File: src/rtl/mult_pkg.sv
// Shared key codes, controller state encoding and key classification
// for the operand entry path in front of the signed multiplier.
package mult_pkg;

    localparam logic [3:0] KEY_SIGN  = 4'hA;
    localparam logic [3:0] KEY_ENTER = 4'hB;
    localparam logic [3:0] KEY_CLEAR = 4'hC;

    typedef enum logic [2:0] {
        ENTER_A,
        ENTER_B,
        START,
        WAIT,
        DONE
    } entry_state_t;

    function automatic logic is_digit(input logic [3:0] code);
        return code <= 4'd9;
    endfunction

endpackage

File: src/rtl/operand_entry_ctrl_if.sv
// Keypad, multiplier and display signals of the operand entry controller.
// The master side is the controller; the slave side is its environment.
interface operand_entry_ctrl_if #(
    parameter int WIDTH = 8
);
    logic             key_valid;
    logic [3:0]       key_code;
    logic             mult_ready;
    logic [WIDTH-1:0] num_1;
    logic [WIDTH-1:0] num_2;
    logic             mult_valid;
    logic             busy;
    logic [WIDTH-1:0] entry_value;
    logic             entry_sign;
    logic             entry_sel;
    logic             key_err;

    modport master (
        input  key_valid, key_code, mult_ready,
        output num_1, num_2, mult_valid, busy,
               entry_value, entry_sign, entry_sel, key_err
    );

    modport slave (
        output key_valid, key_code, mult_ready,
        input  num_1, num_2, mult_valid, busy,
               entry_value, entry_sign, entry_sel, key_err
    );
endinterface

File: src/rtl/dec_accum.sv
// Decimal accumulator for one operand: magnitude, digit count and sign,
// with range and digit-count rejection of incoming digits.
module dec_accum #(
    parameter int WIDTH      = 8,
    parameter int MAX_DIGITS = 3
) (
    input  logic             clk,
    input  logic             reset,
    input  logic             digit_stb,
    input  logic [3:0]       digit,
    input  logic             toggle_stb,
    input  logic             clear_stb,
    output logic [WIDTH-1:0] accum,
    output logic             sign,
    output logic             reject
);
    localparam int XW = WIDTH + 4;
    localparam int CW = $clog2(MAX_DIGITS + 1);
    localparam logic [XW-1:0] MAX_MAG = XW'((2 ** (WIDTH - 1)) - 1);

    logic [CW-1:0] count_reg;
    logic [XW-1:0] cand;
    logic          lead_zero;
    logic          digit_ok;

    // Extra 4 bits keep accum*10+d from wrapping before the range test.
    assign cand      = ({4'b0000, accum} * XW'(10)) + XW'(digit);
    assign lead_zero = (digit == 4'd0) && (accum == '0);
    assign digit_ok  = lead_zero ||
                       ((count_reg != CW'(MAX_DIGITS)) && (cand <= MAX_MAG));

    always_ff @(posedge clk or posedge reset) begin
        if (reset) begin
            accum     <= '0;
            sign      <= 1'b0;
            count_reg <= '0;
            reject    <= 1'b0;
        end else begin
            reject <= 1'b0;
            if (clear_stb) begin
                accum     <= '0;
                sign      <= 1'b0;
                count_reg <= '0;
            end else if (digit_stb) begin
                if (digit_ok) begin
                    accum <= cand[WIDTH-1:0];
                    if (!lead_zero) count_reg <= count_reg + CW'(1);
                end else begin
                    reject <= 1'b1;
                end
            end else if (toggle_stb) begin
                sign <= ~sign;
            end
        end
    end
endmodule

File: src/rtl/operand_entry_ctrl.sv
// Sequencer collecting two signed decimal operands from the keypad and
// handing them to the multiplier with a one-cycle start pulse.
module operand_entry_ctrl
    import mult_pkg::*;
#(
    parameter int WIDTH      = 8,
    parameter int MAX_DIGITS = 3
) (
    input  logic                 clk,
    input  logic                 reset,
    operand_entry_ctrl_if.master bus
);
    entry_state_t     state_reg, state_next;
    logic [WIDTH-1:0] num_1_reg, num_2_reg;
    logic [WIDTH-1:0] accum, commit;
    logic             sign, dec_reject;
    logic             pend_reg, pend_set, pend_clr;
    logic             key_err_reg, err_set;
    logic             digit_stb, toggle_stb, clear_stb, load_1, load_2;
    logic             key_clear;

    dec_accum #(.WIDTH(WIDTH), .MAX_DIGITS(MAX_DIGITS)) u_accum (
        .clk       (clk),
        .reset     (reset),
        .digit_stb (digit_stb),
        .digit     (bus.key_code),
        .toggle_stb(toggle_stb),
        .clear_stb (clear_stb),
        .accum     (accum),
        .sign      (sign),
        .reject    (dec_reject)
    );

    // Negative zero naturally commits as 0.
    assign commit    = sign ? (~accum + WIDTH'(1)) : accum;
    assign key_clear = bus.key_valid && (bus.key_code == KEY_CLEAR);

    always_comb begin
        state_next = state_reg;
        digit_stb  = 1'b0;
        toggle_stb = 1'b0;
        clear_stb  = 1'b0;
        load_1     = 1'b0;
        load_2     = 1'b0;
        err_set    = 1'b0;
        pend_set   = 1'b0;
        pend_clr   = 1'b0;
        unique case (state_reg)
            ENTER_A, ENTER_B: begin
                if (bus.key_valid) begin
                    if (is_digit(bus.key_code)) begin
                        digit_stb = 1'b1;
                    end else if (bus.key_code == KEY_SIGN) begin
                        toggle_stb = 1'b1;
                    end else if (bus.key_code == KEY_ENTER) begin
                        clear_stb = 1'b1;
                        if (state_reg == ENTER_A) begin
                            load_1     = 1'b1;
                            state_next = ENTER_B;
                        end else begin
                            load_2     = 1'b1;
                            state_next = START;
                        end
                    end else if (bus.key_code == KEY_CLEAR) begin
                        clear_stb  = 1'b1;
                        state_next = ENTER_A;
                    end
                end
            end
            START: begin
                pend_set   = key_clear;
                state_next = WAIT;
            end
            WAIT: begin
                // A clear arriving with mult_ready still counts as pending.
                pend_set = key_clear;
                if (bus.mult_ready) begin
                    pend_clr   = 1'b1;
                    state_next = (pend_reg || key_clear) ? ENTER_A : DONE;
                end
            end
            DONE: begin
                if (bus.key_valid) begin
                    if (is_digit(bus.key_code)) begin
                        digit_stb  = 1'b1;
                        state_next = ENTER_A;
                    end else if (bus.key_code == KEY_SIGN || bus.key_code == KEY_ENTER) begin
                        err_set = 1'b1;
                    end else if (bus.key_code == KEY_CLEAR) begin
                        clear_stb  = 1'b1;
                        state_next = ENTER_A;
                    end
                end
            end
            default: state_next = ENTER_A;
        endcase
    end

    always_ff @(posedge clk or posedge reset) begin
        if (reset) begin
            state_reg   <= ENTER_A;
            num_1_reg   <= '0;
            num_2_reg   <= '0;
            pend_reg    <= 1'b0;
            key_err_reg <= 1'b0;
        end else begin
            state_reg   <= state_next;
            key_err_reg <= err_set;
            if (load_1) num_1_reg <= commit;
            if (load_2) num_2_reg <= commit;
            if (pend_clr)      pend_reg <= 1'b0;
            else if (pend_set) pend_reg <= 1'b1;
        end
    end

    assign bus.num_1       = num_1_reg;
    assign bus.num_2       = num_2_reg;
    assign bus.mult_valid  = (state_reg == START);
    assign bus.busy        = (state_reg == START) || (state_reg == WAIT);
    assign bus.entry_value = accum;
    assign bus.entry_sign  = sign;
    assign bus.entry_sel   = (state_reg == ENTER_B);
    assign bus.key_err     = key_err_reg | dec_reject;
endmodule

File: src/flat_wrapper.sv
// flat-port wrapper written by rule: the top's interface ports become plain ports
module operand_entry_ctrl_flat import mult_pkg::*;
#(
    parameter int WIDTH      = 8,
    parameter int MAX_DIGITS = 3
)
  (clk, reset, bus_key_valid, bus_key_code, bus_mult_ready, bus_num_1, bus_num_2, bus_mult_valid, bus_busy, bus_entry_value, bus_entry_sign, bus_entry_sel, bus_key_err);
  operand_entry_ctrl_if #(.WIDTH(WIDTH)) bus_i ();
  input  logic clk;
  input  logic reset;
  input wire logic [$bits(bus_i.key_valid)-1:0] bus_key_valid;
  input wire logic [$bits(bus_i.key_code)-1:0] bus_key_code;
  input wire logic [$bits(bus_i.mult_ready)-1:0] bus_mult_ready;
  output wire logic [$bits(bus_i.num_1)-1:0] bus_num_1;
  output wire logic [$bits(bus_i.num_2)-1:0] bus_num_2;
  output wire logic [$bits(bus_i.mult_valid)-1:0] bus_mult_valid;
  output wire logic [$bits(bus_i.busy)-1:0] bus_busy;
  output wire logic [$bits(bus_i.entry_value)-1:0] bus_entry_value;
  output wire logic [$bits(bus_i.entry_sign)-1:0] bus_entry_sign;
  output wire logic [$bits(bus_i.entry_sel)-1:0] bus_entry_sel;
  output wire logic [$bits(bus_i.key_err)-1:0] bus_key_err;
  assign bus_i.key_valid = bus_key_valid;
  assign bus_i.key_code = bus_key_code;
  assign bus_i.mult_ready = bus_mult_ready;
  assign bus_num_1 = bus_i.num_1;
  assign bus_num_2 = bus_i.num_2;
  assign bus_mult_valid = bus_i.mult_valid;
  assign bus_busy = bus_i.busy;
  assign bus_entry_value = bus_i.entry_value;
  assign bus_entry_sign = bus_i.entry_sign;
  assign bus_entry_sel = bus_i.entry_sel;
  assign bus_key_err = bus_i.key_err;
  operand_entry_ctrl #(.WIDTH(WIDTH), .MAX_DIGITS(MAX_DIGITS)) u_core (.clk(clk), .reset(reset), .bus(bus_i));
endmodule
File: config.mk
export PLATFORM = sky130hd
export DESIGN_NAME = operand_entry_ctrl_flat
export DESIGN_NICKNAME = d
export VERILOG_FILES = /design/src/rtl/mult_pkg.sv /design/src/rtl/operand_entry_ctrl_if.sv /design/src/rtl/dec_accum.sv /design/src/rtl/operand_entry_ctrl.sv /design/src/flat_wrapper.sv
export SDC_FILE = /design/constraint.sdc
export NUM_CORES = 1
export LEC_CHECK = 0
export CORE_MARGIN = 8
export CORE_UTILIZATION = 50
export DETAILED_ROUTE_END_ITERATION = 7
export GPL_TIMING_DRIVEN = 0
export PLACE_DENSITY = 0.76
export SYNTH_ARGS = -nofsm -noshare
export SYNTH_HDL_FRONTEND = slang
export SYNTH_HIERARCHICAL = 1
export SYNTH_SLANG_ARGS = --single-unit
File: constraint.sdc
create_clock -name clk -period 4.1 [get_ports clk]
set_input_delay 0.82 -clock clk [delete_from_list [all_inputs] [get_ports clk]]
set_output_delay 0.82 -clock clk [all_outputs]
set_load 0.01 [all_outputs]
==> flow_summary.ini <==
[outcome]
run_status = complete, no violations

[yosys]
ys_warn_count = 6
ys_seq_area_frac = 0.356
synth_area_um2 = 2320
syn_nets = 276
synth_top_flop_cell = dfrtp_1
async_reset_ff_frac = 1.00
syn_inst = 249
avgSynthCellArea_um2 = 9.32
synthDistinctLibCells = 57
synth_edf_count = 0
ys_ff_latch = 33

[clocking]
post_cts_buffers = 0
clock-sinks = 33
cts_made_buffers = 5
cts_root_buf = clkbuf_8
clkTransAtPathRegs_ps = 70
cts_max_level = 2
cts_hold_buf = 0
clk_latency_ps = 290
cts_resized = 0
ctsLongestPathBuffers = 2
cts_tree = yes

[power_and_ir_drop]
ir_worst_vdd_uv = 374
leakage_nw = 1.24
total_power_w = 0.00188
power.density_nw_per_um2 = 657

[critical_path]
reg2reg_to = u_core/u_accum/accum[4]
path_max_fanout = 10
r2r_slack_ps = 320
crit_type = reg2reg
reg2reg_depth = 9
startpoint_type = register
critPathRequiredTime_ps = 4240
worstSetupEndpoint = u_core/u_accum/accum[4]
r2r_start = u_core/u_accum/accum[1]
worstSetupEndpointType = register
crit_start = u_core/u_accum/accum[1]
crit_arrival_ps = 3930

[place]
dp_hpwl_um = 4210
place_congestion = 0.878
numPortBuffers = 36

[cells_and_area]
multi_input_area_um2 = 1400
layout_common_cells = clkdlybuf4s50_1 (36), dfrtp_1 (33), nand2_1 (25), o21ai_0 (20), nor2_1 (18)
diodes = 0
num-fill-cells = 373
syn_to_final_growth_pct = 23.5
nets = 319
seq_area_um2 = 826
drive_above_1_share = 0.0887
mostFrequentLayoutCell = clkdlybuf4s50_1

[timing]
setup_viol = 0
grt_setup_unrepaired = false
tightest_slew_ps = 815
timing.fmax_ghz = 0.264
final.period_utilization = 0.923
drv_slew = 0
final.setup.tns_ps = 0
hold_ws_ps = 479
max_slew_margin = 0.456
post-route-min-period_ps = 3780
hold_viol = 0
clock_skew_ps = 1.65

[floorplan]
pin_count = 37
rows = 24
die_h_um = 84.1
start_util = 0.526
die_w_um = 84.1
coreArea_um2 = 4410
die_area_um2 = 7080

[route]
vias = 2104
antenna_left = 0
vias_per_cell = 6.10
wl_per_cell_um = 16.6
drt_iter0_drc = 123
dr.pass1.iters = 4
drc_errors = 0
drt_wl_total_um = 5720

[global_routing]
antenna_found_initial = 0
grt_pass1_vias = 2052
grt_first_pass_wirelength_um = 9710
grt_overflow = 0
grt_max_degree = 22
grtUsageTotal = 0.162

[min_path]
min_path_type = reg2reg

[run]
max-cap-violations = 0
## critical path, stage by stage (launching register included)
cell       delay (ps)
dfrtp_1           580
ha_1              310
ha_1              240
fa_1              430
xnor2_1           200
or4_4             600
nor4_4            280
a31oi_2           220
o31ai_2           620
o2bb2ai_1         160
## report_power, final
part / switching [W] / internal [W] / total (W)
clock: 0.000128 / 0.000198 / 0.000326
sequential: 0.000126 / 0.000419 / 0.000545
combinational: 0.000536 / 0.000476 / 0.00101
## cell type report
type | count | area share
inverter | 16 | 0.0210
buffer | 7 | 0.0109
tap | 52 | 0.0227
clock inverter | 2 | 0.0131
timing repair buffer | 36 | 0.126
multi-input combinational | 193 | 0.490
sequential | 33 | 0.288
clock buffer | 6 | 0.0288
## metrics by stage
| stage | setup slack [ps] | std cells | cell area (um2) | utilization |
|---|---|---|---|---|
| 2_1_floorplan | 774 | 249 | 2320 | - |
| 3_3_place_gp | 283 | 337 | 2750 | 0.622 |
| 3_5_place_dp | 236 | 337 | 2750 | 0.622 |
| 4_1_cts | 339 | 345 | 2870 | 0.649 |
| 5_1_grt | 152 | 345 | 2870 | 0.649 |
| 6_report | 315 | 345 | 2870 | 0.649 |
## kinds of logic after synthesis
kind of cell | after synthesis | share of synthesized area
muxes | 1 | 0.00431
AOI/OAI and AO/OA | 71 | 0.221
DFF | 33 | 0.356
and+or+nand+nor | 90 | 0.219
xor gates and xnor gates | 12 | 0.0512
adders and majority gates | 19 | 0.109
buffers and inverters | 23 | 0.0394
## per-layer routing
| layer | part of all wire | global-route usage |
|---|---|---|
| met4 | 0.017 | 0.0612 |
| met3 | 0.059 | 0.0454 |
| met5 | 0 | 0 |
| met2 | 0.46 | 0.255 |
| met1 | 0.47 | 0.207 |
## worst min-delay path by stage
stage               cells past startpoint                 from             endpoint  slack [ps]
global placement                        2  u_core/bus.num_2[3]  u_core/bus.num_2[3]         460
global route                            2  u_core/bus.num_2[4]  u_core/bus.num_2[4]         500
floorplan                               2  u_core/bus.num_1[0]  u_core/bus.num_1[0]         510
CTS                                     2  u_core/bus.num_2[5]  u_core/bus.num_2[5]         490
detailed placement                      2  u_core/bus.num_2[5]  u_core/bus.num_2[5]         470
finish                                  2  u_core/bus.num_2[5]  u_core/bus.num_2[5]         480
## Yosys cell counts (all sizes together), types with 3 or more instances
library cell | n | area share
dfrtp | 33 | 0.36
nand2 | 25 | 0.040
o21ai | 24 | 0.052
nor2 | 18 | 0.029
ha | 17 | 0.092
inv | 16 | 0.026
nor2b | 8 | 0.022
o2bb2ai | 8 | 0.030
a21oi | 7 | 0.015
nor4 | 6 | 0.023
o31ai | 6 | 0.022
xor2 | 6 | 0.023
a211oi | 5 | 0.016
or4 | 5 | 0.019
xnor2 | 5 | 0.019
a21o | 4 | 0.013
and3 | 4 | 0.011
buf | 4 | 0.0086
a31oi | 3 | 0.011
clkbuf | 3 | 0.0049
nand3 | 3 | 0.0065
nand3b | 3 | 0.0097
nor3 | 3 | 0.0065
Power figures use the tool's default switching activity.
